## src/rtl/pipe_ctrl.sv

```systemverilog
// Pipeline hazard/flush controller: combinational stall/flush/redirect decode
// plus a MEM-wait watchdog that forces a bus-error flush on timeout.
module pipe_ctrl #(
  parameter int unsigned TIMEOUT    = 255,
  parameter logic [31:0] EXC_VECTOR = 32'h00000020
) (
  input  logic        clk,
  input  logic        rst,
  input  logic        stallreq_id,
  input  logic        stallreq_ex,
  input  logic        stallreq_mem,
  input  logic        except_valid,
  input  logic        except_eret,
  input  logic [31:0] cp0_epc,
  output logic [5:0]  stall,
  output logic        flush,
  output logic [31:0] new_pc,
  output logic        bus_err,
  output logic [1:0]  last_cause,
  output logic [31:0] stall_cycles,
  output logic [15:0] flush_cnt
);

  typedef enum logic [1:0] {
    CAUSE_NONE    = 2'd0,
    CAUSE_EXC     = 2'd1,
    CAUSE_ERET    = 2'd2,
    CAUSE_TIMEOUT = 2'd3
  } cause_e;

  localparam logic [7:0]  TIMEOUT_CNT = 8'(TIMEOUT);
  localparam logic [5:0]  STALL_MEM   = 6'b011111;
  localparam logic [5:0]  STALL_EX    = 6'b001111;
  localparam logic [5:0]  STALL_ID    = 6'b000111;

  logic [7:0]  r_wait_cnt;
  logic        r_bus_err;
  cause_e      r_last_cause;
  logic [31:0] r_stall_cycles;
  logic [15:0] r_flush_cnt;

  logic        w_timeout;
  cause_e      w_cause;

  // Exception outranks the watchdog, so a coincident exception suppresses it.
  assign w_timeout = !rst && stallreq_mem && !except_valid &&
                     (r_wait_cnt == TIMEOUT_CNT);

  always_comb begin
    stall   = 6'b000000;
    flush   = 1'b0;
    new_pc  = 32'h0;
    w_cause = CAUSE_NONE;
    if (rst) begin
      stall   = 6'b000000;
    end else if (except_valid) begin
      flush   = 1'b1;
      new_pc  = except_eret ? cp0_epc : EXC_VECTOR;
      w_cause = except_eret ? CAUSE_ERET : CAUSE_EXC;
    end else if (w_timeout) begin
      flush   = 1'b1;
      new_pc  = EXC_VECTOR;
      w_cause = CAUSE_TIMEOUT;
    end else if (stallreq_mem) begin
      stall   = STALL_MEM;
    end else if (stallreq_ex) begin
      stall   = STALL_EX;
    end else if (stallreq_id) begin
      stall   = STALL_ID;
    end
  end

  always_ff @(posedge clk) begin
    if (rst) begin
      r_wait_cnt     <= 8'd0;
      r_bus_err      <= 1'b0;
      r_last_cause   <= CAUSE_NONE;
      r_stall_cycles <= 32'd0;
      r_flush_cnt    <= 16'd0;
    end else begin
      if (flush || !stallreq_mem) begin
        r_wait_cnt <= 8'd0;
      end else begin
        r_wait_cnt <= r_wait_cnt + 8'd1;
      end
      r_bus_err <= w_timeout;
      if (flush) begin
        r_last_cause <= w_cause;
        r_flush_cnt  <= r_flush_cnt + 16'd1;
      end
      if ((stall != 6'b000000) && (r_stall_cycles != 32'hFFFFFFFF)) begin
        r_stall_cycles <= r_stall_cycles + 32'd1;
      end
    end
  end

  assign bus_err      = r_bus_err;
  assign last_cause   = r_last_cause;
  assign stall_cycles = r_stall_cycles;
  assign flush_cnt    = r_flush_cnt;

endmodule

```

## config.mk

```make
export PLATFORM = sky130hd
export DESIGN_NAME = pipe_ctrl
export DESIGN_NICKNAME = d
export VERILOG_FILES = /design/src/rtl/pipe_ctrl.sv
export SDC_FILE = /design/constraint.sdc
export NUM_CORES = 1
export LEC_CHECK = 0
export ABC_CLOCK_PERIOD_IN_PS = 2200
export BUFFER_PORTS_ARGS = -buffer_cell sky130_fd_sc_hd__clkbuf_2
export CELL_PAD_IN_SITES_DETAIL_PLACEMENT = 1
export CELL_PAD_IN_SITES_GLOBAL_PLACEMENT = 2
export CORE_ASPECT_RATIO = 0.75
export CORE_MARGIN = 5
export CORE_UTILIZATION = 27
export DETAILED_ROUTE_END_ITERATION = 10
export PLACE_DENSITY = 0.86
export SKIP_CTS_REPAIR_TIMING = 1
export SYNTH_ARGS = -nofsm -noshare
export SYNTH_HDL_FRONTEND = slang
export SYNTH_SLANG_ARGS = --single-unit
```

## constraint.sdc

```tcl
create_clock -name clk -period 2.2 [get_ports clk]
set_input_delay 0.11 -clock clk [delete_from_list [all_inputs] [get_ports clk]]
set_output_delay 0.11 -clock clk [all_outputs]
set_load 0.02 [all_outputs]
```

==> results.sh, run 1 <==
export IMPL_leakagePower_nw=1.848
export IMPL_drt_iter0_drc=106
export IMPL_crit_path_max_incr_delay_ns=0.46
export IMPL_insertion_delay_ns=0.33
export IMPL_clkSinkCount=59
export IMPL_wl_per_cell_um=16.28
export IMPL_crit_type="flop to primary output"
export IMPL_rr_startpoint="r_wait_cnt[1]"
export IMPL_initial_core_util=0.2725
export IMPL_syn_to_final_growth_pct=41.89
export IMPL_diodes=0
export IMPL_dp_slack_ns=0.04592
export IMPL_cpMaxStageDelayCell="or3_4"
export IMPL_cts_buffers_inserted=9
export IMPL_finalNonFillerCells=669
export IMPL_dr_pass1_iters=4
export IMPL_viasPerCell=5.016
export IMPL_dieArea_mm2=0.01387
export IMPL_cts_htree_levels=3
export IMPL_maxCapViolCount=0
export IMPL_tns_ns=0
export IMPL_min_delay_path_depth=3
export IMPL_crit_arrival_ns=2.01
export IMPL_ys_warn_count=0
export IMPL_worstMarginPinSlew_ns=0.9010
export IMPL_ys_seq_area_frac=0.3773
export IMPL_place_inst=652
export IMPL_grt_max_degree=37
export IMPL_fillers=1418
export IMPL_cts_max_path_buffers=2
export IMPL_fmax_ghz=0.4709
export IMPL_crit_buf_inv=2
export IMPL_hpwl_um=8475
export IMPL_finalSetupViolations=0
export IMPL_critPathTopFamily="simple AND/OR/NAND/NOR gates"
export IMPL_fin_util=0.3867
export IMPL_io_pins=129
export IMPL_die_w_um=134.3
export IMPL_place_congestion=0.7907
export IMPL_wirelength_um=10890
export IMPL_setup_worst_path_start_class="flop"
export IMPL_post_synth_inst_count=373
export IMPL_hp_class="primary input to flop"
export IMPL_fin_crit_sh=0.9652
export IMPL_ff2ff_path_depth=8
export IMPL_worstSetupEndpointType="primary output"
export IMPL_drcViolationCount=0
export IMPL_route_vias_total=3356
export IMPL_ys_ff_latch=59
export IMPL_ff2ff_setup_slack_ns=0.12
export IMPL_antenna_found_initial=0
export IMPL_layout_drive_gt1_share=0.3733
export IMPL_core_area_mm2=0.01149
export IMPL_p_per_area_mw_per_mm2=638.6
export IMPL_cp_max_fo=4
export IMPL_port_buffer_count=127
export IMPL_hold_viol_final=0
export IMPL_grtUsageTotal=0.1533
export IMPL_rsz0062_at_grt="yes"
export IMPL_relSlewSlack=0.3987
export IMPL_grt_pass1_wl_um=17090
export IMPL_final_nets=562
export IMPL_slew_viol_final=0
export IMPL_cp_required_ns=2.09
export IMPL_p_total_mw=2.836
export IMPL_overflow=0
export IMPL_rows=34
export IMPL_hp_start="except_valid"
export IMPL_grt_pass1_vias=3364
export IMPL_path_clk_slew_ns=0.05
export IMPL_fin_ws_ns=0.07649
export IMPL_synth_distinct_cells=51
export IMPL_cts_tree="yes"
export IMPL_clock_skew_ns=0.009556
export IMPL_seq_area_mm2=0.001189
export IMPL_cts_root_buf="clkbuf_16"
export IMPL_ir_drop_mv=0.3893
export IMPL_die_y_um=103.3
export IMPL_synth_nets=415
export IMPL_multi_input_area_mm2=0.001828
export IMPL_cp_cell_sequence="ha_4, nand4_1, or3_4, buf_6, a311oi_2, buf_4"
export IMPL_postRouteAntennaNets=0
export IMPL_fin_crit_ns=2.124
export IMPL_synth_avg_cell_area_um2=8.393
export IMPL_status="completed"
export IMPL_min_delay_worst_endpoint="r_wait_cnt[7]"
export IMPL_r2r_end="stall_cycles[29]"
export IMPL_netlist_area_mm2=0.003131
[registers in the layout, indices dropped and copies added, names as in the netlist]
signal and count:
stall_cycles 32, flush_cnt 16, bus_err 1, last_cause 2, r_wait_cnt 8
[worst max path at each step]
| stage | from | end | slack (ns) | cells past startpoint |
|---|---|---|---|---|
| floorplan | stall_cycles[0] | stall_cycles[1] | 0.02 | 7 |
| global placement | r_wait_cnt[0] | stall_cycles[29] | 0.12 | 7 |
| detailed placement | r_wait_cnt[0] | stall_cycles[29] | 0.05 | 7 |
| CTS | r_wait_cnt[0] | new_pc[5] | -0.20 | 6 |
| global route | r_wait_cnt[1] | new_pc[5] | -0.01 | 6 |
| finish | r_wait_cnt[1] | new_pc[5] | 0.08 | 6 |
[final cells by class]
class	instances	area share
Inverter	10	0.008451
Tap cell	144	0.04056
Multi-Input combinational cell	283	0.4115
Clock inverter	5	0.01690
Clock buffer	11	0.05690
Timing Repair Buffer	157	0.1980
Sequential cell	59	0.2676
[metal layers]
| metal | GRT usage | part of all wire | wire length [µm] | up-vias |
|---|---|---|---|---|
| met1 | 0.2018 | 0.47 | 5132 | 1641 |
| met3 | 0.03433 | 0.032 | 345 | 10 |
| met4 | 0.05008 | 0.012 | 132 | 0 |
| met5 | 0 | 0 | 0 | - |
| li1 | - | - | - | 1658 |
| met2 | 0.2529 | 0.48 | 5283 | 47 |
[cells in the mapped netlist (all sizes together)]
cell     instances  area (µm²)
a311oi           2       17.52
mux2i            1       10.01
o211ai           2       15.01
o21ai           20       100.1
nor3             8       51.30
xor2             3       26.28
dfxtp           59        1181
o211a            1       10.01
nand3           18       90.09
clkbuf          10       38.78
inv             10       37.54
nor2b            4       25.02
a311o            1       10.01
and2            32       200.2
nor3b            2       20.02
o21bai           1       7.510
or3b             1       11.26
buf             11       85.08
nor4             8       56.30
xnor2           14       122.6
nand2           17       71.32
and3             6       37.54
a21oi           28       140.1
or4             10       78.82
o311ai           2       17.52
nand4           13       87.58
nor2            31       116.4
o21a             2       15.01
or2              2       12.51
nor4b            4       41.29
o2111ai          2       17.52
o41ai            3       26.28
and4             6       52.55
o31ai           10       75.07
mux2             4       45.04
or3             18       112.6
ha               3       37.54
conb             1       3.750
o31a             3       26.28
[power breakdown]
group | internal [mW] | switching (mW) | leakage, nW
registers | 1.08 | 0.0108 | 0.478
logic | 0.0783 | 0.125 | 1.21
clock network | 1.05 | 0.499 | 0.165
[worst min-delay path: stages]
cell,delay [ns]
clkbuf_2,0.10
or3b_4,0.16
a21oi_1,0.05
[logic make-up after synthesis]
| logic type | Yosys count | synth area share |
|---|---|---|
| other cells | 1 | 0.001198 |
| compound gates | 77 | 0.1527 |
| xor+xnor | 17 | 0.04756 |
| flops | 59 | 0.3773 |
| buf+inv | 31 | 0.05156 |
| fa+ha+maj | 3 | 0.01199 |
| mux | 5 | 0.01759 |
| simple gates | 180 | 0.3401 |
[stage by stage]
stage	hold slack, ns	cell area (µm²)
after floorplan	0.3007	3131
after global placement	0.4393	4053
after detailed placement	0.4647	4053
after CTS	0.1136	4380
after global routing	0.1430	4442
final	0.1404	4442
[layout by cell type (no fill, tap or decap), types with 3 or more instances in the layout]
master / n
a21oi_1: 28
and2_1: 32
and3_1: 6
and4_1: 5
buf_4: 29
clkbuf_16: 9
clkbuf_2: 126
clkinv_2: 3
dfxtp_1: 57
inv_1: 10
mux2_2: 3
nand2_1: 16
nand3_1: 17
nand4_1: 12
nor2_1: 30
nor2b_1: 4
nor3_1: 7
nor4_1: 6
nor4b_1: 3
o21ai_0: 20
o31ai_1: 10
o41ai_1: 3
or3_1: 17
or4_1: 9
xnor2_1: 14
xor2_1: 3
(Power assumes the default switching activity.)
==> run 2, diff against run 1 <==
ABC_AREA = 1   (was unset)
CORE_UTILIZATION = 25   (was 27)
PLACE_DENSITY = 0.85   (was 0.86)
==> run 2 against run 1 <==
  * Synthesized cell count rose by 73%
  * Power is 6.8% lower
  * Via count up 32%
  * Utilization decreased by 4.9 points
  * Worst setup slack better by 0.072 ns
  * Critical path type unchanged
  * Largest cell class unchanged
  * Largest power group unchanged
  * Clock skew is 0.0050 ns lower
  * Die area rose by 30%
  * Sequential share of layout area decreased by 3.7 points
==> results.sh, run 2 <==
export IMPL_grt_pass1_vias=4474
export IMPL_ys_seq_area_frac=0.3068
export IMPL_dr_pass1_iters=4
export IMPL_drcViolationCount=0
export IMPL_cts_htree_levels=3
export IMPL_ff2ff_path_depth=10
export IMPL_fmax_ghz=0.4874
export IMPL_hpwl_um=11190
export IMPL_cp_startpoint="r_wait_cnt[0]"
export IMPL_layout_drive_gt1_share=0.2594
export IMPL_grt_pass1_wl_um=23330
export IMPL_fillers=2038
export IMPL_wirelength_um=14070
export IMPL_syn_to_final_growth_pct=33.25
export IMPL_leakagePower_nw=2.343
export IMPL_crit_arrival_ns=1.94
export IMPL_place_area_mm2=0.004808
export IMPL_cts_buffers_inserted=9
export IMPL_pwr_share_clk=0.501
export IMPL_p_sw_frac=0.2526
export IMPL_rows=39
export IMPL_synth_distinct_cells=33
export IMPL_comb_power_share=0.088
export IMPL_worstSetupEndpointType="primary output"
export IMPL_hold_viol_final=0
export IMPL_synthTopCellsByArea="dfxtp_1 (31%), nand2_1 (19%), nor2_1 (11%)"
export IMPL_insertion_delay_ns=0.34
export IMPL_p_sw_mw=0.6678
export IMPL_clock_skew_ns=0.004538
export IMPL_overflow=0
export IMPL_final_nets=835
export IMPL_ys_ff_latch=59
export IMPL_tns_ns=0
export IMPL_cts_max_path_buffers=2
export IMPL_grtUsageTotal=0.1593
export IMPL_use_met3=0.04998
export IMPL_drt_iter0_drc=177
export IMPL_status="completed"
export IMPL_fin_crit_sh=0.9327
export IMPL_use_met2=0.2354
export IMPL_die_y_um=117.5
export IMPL_post_synth_inst_count=646
export IMPL_final_common_cell="nand2_1"
export IMPL_wl_per_cell_um=14.03
export IMPL_multi_input_area_mm2=0.002238
export IMPL_p_total_mw=2.643
export IMPL_viasPerCell=4.410
export IMPL_route_vias_total=4423
export IMPL_ff2ff_setup_slack_ns=0.19
export IMPL_grt_max_degree=38
export IMPL_port_buffer_count=127
export IMPL_finish_instance_area_mm2=0.005130
export IMPL_sequentialPowerShare=0.411
export IMPL_synth_nets=688
export IMPL_die_w_um=153.3
export IMPL_diodes=0
export IMPL_cp_max_fo=19
export IMPL_synth_top_area_frac=0.3068
export IMPL_synth_commonest_cells="nand2_1 (200), nor2_1 (110), inv_1 (87), dfxtp_1 (59), nand3_1 (44)"
export IMPL_slew_viol_final=0
export IMPL_relSlewSlack=0.6406
export IMPL_dieArea_mm2=0.01801
export IMPL_hp_class="primary input to flop"
export IMPL_fin_crit_ns=2.052
export IMPL_ys_warn_count=0
export IMPL_crit_type="flop to primary output"
export IMPL_setup_worst_path_start_class="flop"
export IMPL_synth_avg_cell_area_um2=5.960
export IMPL_ys_flop_type="dfxtp_1"
export IMPL_worstMarginPinSlew_ns=0.5390
export IMPL_layout_common_cells="nand2_1 (199), clkbuf_2 (127), nor2_1 (109)"
export IMPL_cts_tree="yes"
export IMPL_internal_power_mw=1.976
export IMPL_maxCapViolCount=0
export IMPL_grt_busiest_layer="met2"
export IMPL_initial_core_util=0.2537
export IMPL_netlist_area_mm2=0.003850
export IMPL_io_pins=129
export IMPL_synth_edff_count=0
export IMPL_p_per_area_mw_per_mm2=515.3
export IMPL_core_area_mm2=0.01518
export IMPL_yosysMostFrequentCell="nand2_1"
export IMPL_seq_area_mm2=0.001181
export IMPL_path_clk_slew_ns=0.05
export IMPL_finalSetupViolations=0
export IMPL_cp_required_ns=2.09
export IMPL_cts_root_buf="clkbuf_16"
export IMPL_r2r_end="stall_cycles[0]"
export IMPL_met1_usage=0.2242
export IMPL_place_congestion=0.7901
export IMPL_antenna_found_initial=0
export IMPL_postRouteAntennaNets=0
export IMPL_rr_startpoint="r_wait_cnt[0]"
export IMPL_synth_top_area_cell="dfxtp_1"
export IMPL_async_flop_share=0
export IMPL_largest_reg_flops=32
export IMPL_clkSinkCount=59
export IMPL_ir_drop_mv=0.2983
export IMPL_endpoint="stall[2]"
[run 2: changes by cell type in the layout (fill, tap and decap cells not counted), moves of 8 or more]
cell,delta
nand2_1,+183
nor2_1,+79
inv_1,+76
and2_1,-32
nand3_1,+27
or3_1,-17
a21oi_2,+10
o31ai_1,-10
a21oi_1,+9
or4_1,-9
xnor2_1,-9
nand2_2,+8
o21ai_0,-8
[run 2: area by class of cell]
class                   instances  area share
clock buffers                  14     0.05146
clock inverters                 2    0.001951
inverters                      90     0.06585
multi-input cells             479      0.4363
flip-flops and latches         59      0.2302
well taps                     205     0.05000
repair buffers                154      0.1641
[run 2: power by group through the flow]
stage | registers, mW | clock network, mW | logic [mW]
2_1_floorplan | 1.12 | 0 | 0.131
3_3_place_gp | 1.11 | 0 | 0.234
3_5_place_dp | 1.11 | 0 | 0.235
4_1_cts | 1.09 | 1.37 | 0.235
5_1_grt | 1.09 | 1.41 | 0.259
6_report | 1.09 | 1.32 | 0.234
[run 2: cell families (layout without fill, tap and decap cells)]
kind of cell / count (synthesis) / after routing / synth area share
AO/OA/AOI/OAI: 63 / 63 / 0.09392
XOR/XNOR: 12 / 12 / 0.02730
adder cells (fa/ha/maj): 3 / 3 / 0.009751
buffers and inverters: 108 / 260 / 0.1173
flip-flops: 59 / 59 / 0.3068
other: 1 / 1 / 0.0009740
AND/OR/NAND/NOR: 400 / 400 / 0.4439
[run 2: how the worst min path moves through the flow]
stage                  from             to  slack, ns  cells after the start
6_report       except_valid  last_cause[0]       0.07                      3
5_1_grt        except_valid  last_cause[0]       0.09                      3
4_1_cts        except_valid  last_cause[0]       0.06                      3
3_5_place_dp   except_valid  last_cause[0]       0.42                      3
3_3_place_gp   except_valid  last_cause[0]       0.42                      3
2_1_floorplan  except_valid  last_cause[0]       0.24                      2
[run 2: stage by stage]
step	utilization	setup slack (ns)	hold slack, ns	cells
after floorplan	-	0.3369	0.2429	646
after global placement	0.3168	0.1441	0.4212	984
after detailed placement	0.3168	0.06893	0.4163	984
after CTS	0.3349	-0.1551	0.05598	1000
after global routing	0.3380	-0.02966	0.09200	1003
final	0.3380	0.1481	0.06755	1003
[run 2: critical path, cell delays in order (launching register included)]
cell	delay [ns]
dfxtp_1	0.32
ha_1	0.21
nand2_1	0.10
nor2_2	0.06
nand3_2	0.09
buf_4	0.12
nand3_2	0.10
inv_2	0.35
clkbuf_2	0.25
[run 2: layer usage]
metal,vias up,share of wire
met5,-,0
met1,1994,0.52
met2,116,0.41
met4,0,0.011
li1,2302,-
met3,11,0.061
==> run 3, diff against run 2 <==
ABC_CLOCK_PERIOD_IN_PS = 2300   (was 2200)
RECOVER_POWER = 50   (was unset)
clock period = 2.3 ns   (was 2.2 ns; I/O delays follow)
==> run 3 against run 2 <==
  * Final cell count fell by 0.30%
  * Die area did not move
  * First-iteration DRC count decreased by 16%
  * Hold slack worse by 0.019 ns
  * Cell area down 1.8%
  * Clock skew grew 0.0012 ns
  * Power down 0.45%
  * Flip-flop and latch count unchanged
  * Sequential power is 5% lower
  * Clock-buffer cell count down 1
  * Critical path type is now flop to flop
  * Largest power group unchanged
  * Highest routed layer unchanged
==> results.sh, run 3 (synthesis gave the netlist of run 2 again) <==
export IMPL_initial_core_util=0.2537
export IMPL_overflow=0
export IMPL_fillers=2088
export IMPL_p_sw_mw=0.6417
export IMPL_insertion_delay_ns=0.34
export IMPL_ir_drop_mv=0.2499
export IMPL_path_clk_slew_ns=0.05
export IMPL_finish_instance_area_mm2=0.005039
export IMPL_dr_pass1_iters=4
export IMPL_cpMaxStageDelayCell="dfxtp_1"
export IMPL_worstMarginPinSlew_ns=0.7519
export IMPL_final_common_cell="nand2_1"
export IMPL_cp_cell_sequence="ha_1, inv_2, nor2_4, nand2_4, nor2_8, nand2_4, nand2_8, nand2_1, a21oi_1"
export IMPL_syn_to_final_growth_pct=30.87
export IMPL_rows=39
export IMPL_cp_required_ns=2.56
export IMPL_sequentialPowerShare=0.395
export IMPL_place_inst=981
export IMPL_finalNonFillerCells=1000
export IMPL_postRouteAntennaNets=0
export IMPL_maxCapViolCount=0
export IMPL_seq_area_mm2=0.001181
export IMPL_crit_arrival_ns=2.32
export IMPL_crit_top_cell="nand2_4"
export IMPL_dieArea_mm2=0.01801
export IMPL_die_y_um=117.5
export IMPL_io_pins=129
export IMPL_crit_path_max_incr_delay_ns=0.40
export IMPL_status="completed"
export IMPL_final_nets=833
export IMPL_rsz0062_at_grt="no"
export IMPL_fin_ws_ns=0.2414
export IMPL_cts_tree="yes"
export IMPL_grt_max_degree=33
export IMPL_pwr_share_clk=0.522
export IMPL_route_vias_total=4445
export IMPL_internal_power_mw=1.990
export IMPL_fin_util=0.3320
export IMPL_drcViolationCount=0
export IMPL_wirelength_um=14190
export IMPL_cts_buffers_inserted=9
export IMPL_finalSetupViolations=0
export IMPL_die_w_um=153.3
export IMPL_tns_ns=0
export IMPL_p_sw_frac=0.2438
export IMPL_cts_htree_levels=3
export IMPL_comb_power_share=0.083
export IMPL_cp_max_fo=29
export IMPL_critPathTopFamily="simple AND/OR/NAND/NOR gates"
export IMPL_hold_viol_final=0
export IMPL_setup_worst_path_start_class="flop"
export IMPL_fin_crit_sh=0.8950
export IMPL_largest_reg_flops=32
export IMPL_antenna_found_initial=0
export IMPL_hp_class="primary input to flop"
export IMPL_holdWs_ns=0.04876
export IMPL_layout_common_cells="nand2_1 (199), nor2_1 (110), inv_1 (86)"
export IMPL_wl_per_cell_um=14.19
export IMPL_core_area_mm2=0.01518
export IMPL_p_per_area_mw_per_mm2=522.3
export IMPL_p_total_mw=2.632
export IMPL_grt_pass1_vias=4475
export IMPL_crit_buf_inv=1
export IMPL_clock_skew_ns=0.005705
export IMPL_leakagePower_nw=2.122
export IMPL_fmax_ghz=0.4858
export IMPL_grtUsageTotal=0.1600
export IMPL_hpwl_um=11350
export IMPL_diodes=0
export IMPL_slew_viol_final=0
export IMPL_place_area_mm2=0.004786
export IMPL_cts_max_path_buffers=2
export IMPL_drt_iter0_drc=148
export IMPL_relSlewSlack=0.4982
export IMPL_multi_input_area_mm2=0.002228
export IMPL_grt_pass1_wl_um=23170
export IMPL_place_congestion=0.7983
export IMPL_clkSinkCount=59
export IMPL_crit_type="flop to flop"
export IMPL_layout_drive_gt1_share=0.1761
export IMPL_worstSetupEndpointType="flop"
export IMPL_port_buffer_count=127
export IMPL_viasPerCell=4.445
export IMPL_fin_crit_ns=2.059
export IMPL_cts_root_buf="clkbuf_16"
export IMPL_dp_slack_ns=0.1567
==> run 3: area by class of cell <==
class                           count  area share
Sequential cell                    59      0.2344
Tap cell                          205     0.05091
Timing Repair Buffer              152      0.1468
Clock inverter                      2    0.006953
Clock buffer                       13     0.05165
Multi-Input combinational cell    479      0.4423
Inverter                           90     0.06705
==> run 3: final timing paths <==
path | startpoint | to | slack, ns | cells past startpoint
worst max-delay path | stall_cycles[1] | stall_cycles[17] | 0.24 | 9
worst min-delay path | rst | flush_cnt[1] | 0.05 | 2
worst max register to register | stall_cycles[1] | stall_cycles[17] | 0.24 | 9
worst min register to register | r_wait_cnt[0] | r_wait_cnt[0] | 0.45 | 1
==> run 3: per-layer routing <==
layer	part of all wire	GRT usage	up-vias
met5	0	0	-
met4	0.0094	0.04341	0
met3	0.063	0.04851	10
met2	0.41	0.2313	117
met1	0.51	0.2298	2023
li1	-	-	2295
==> run 3: power by group through the flow <==
stage,Clock (mW),Sequential (mW),Combinational [mW]
after floorplan,0,1.07,0.125
after global placement,0,1.06,0.222
after detailed placement,0,1.06,0.223
after CTS,1.43,1.04,0.224
after global routing,1.45,1.04,0.242
final,1.37,1.04,0.218
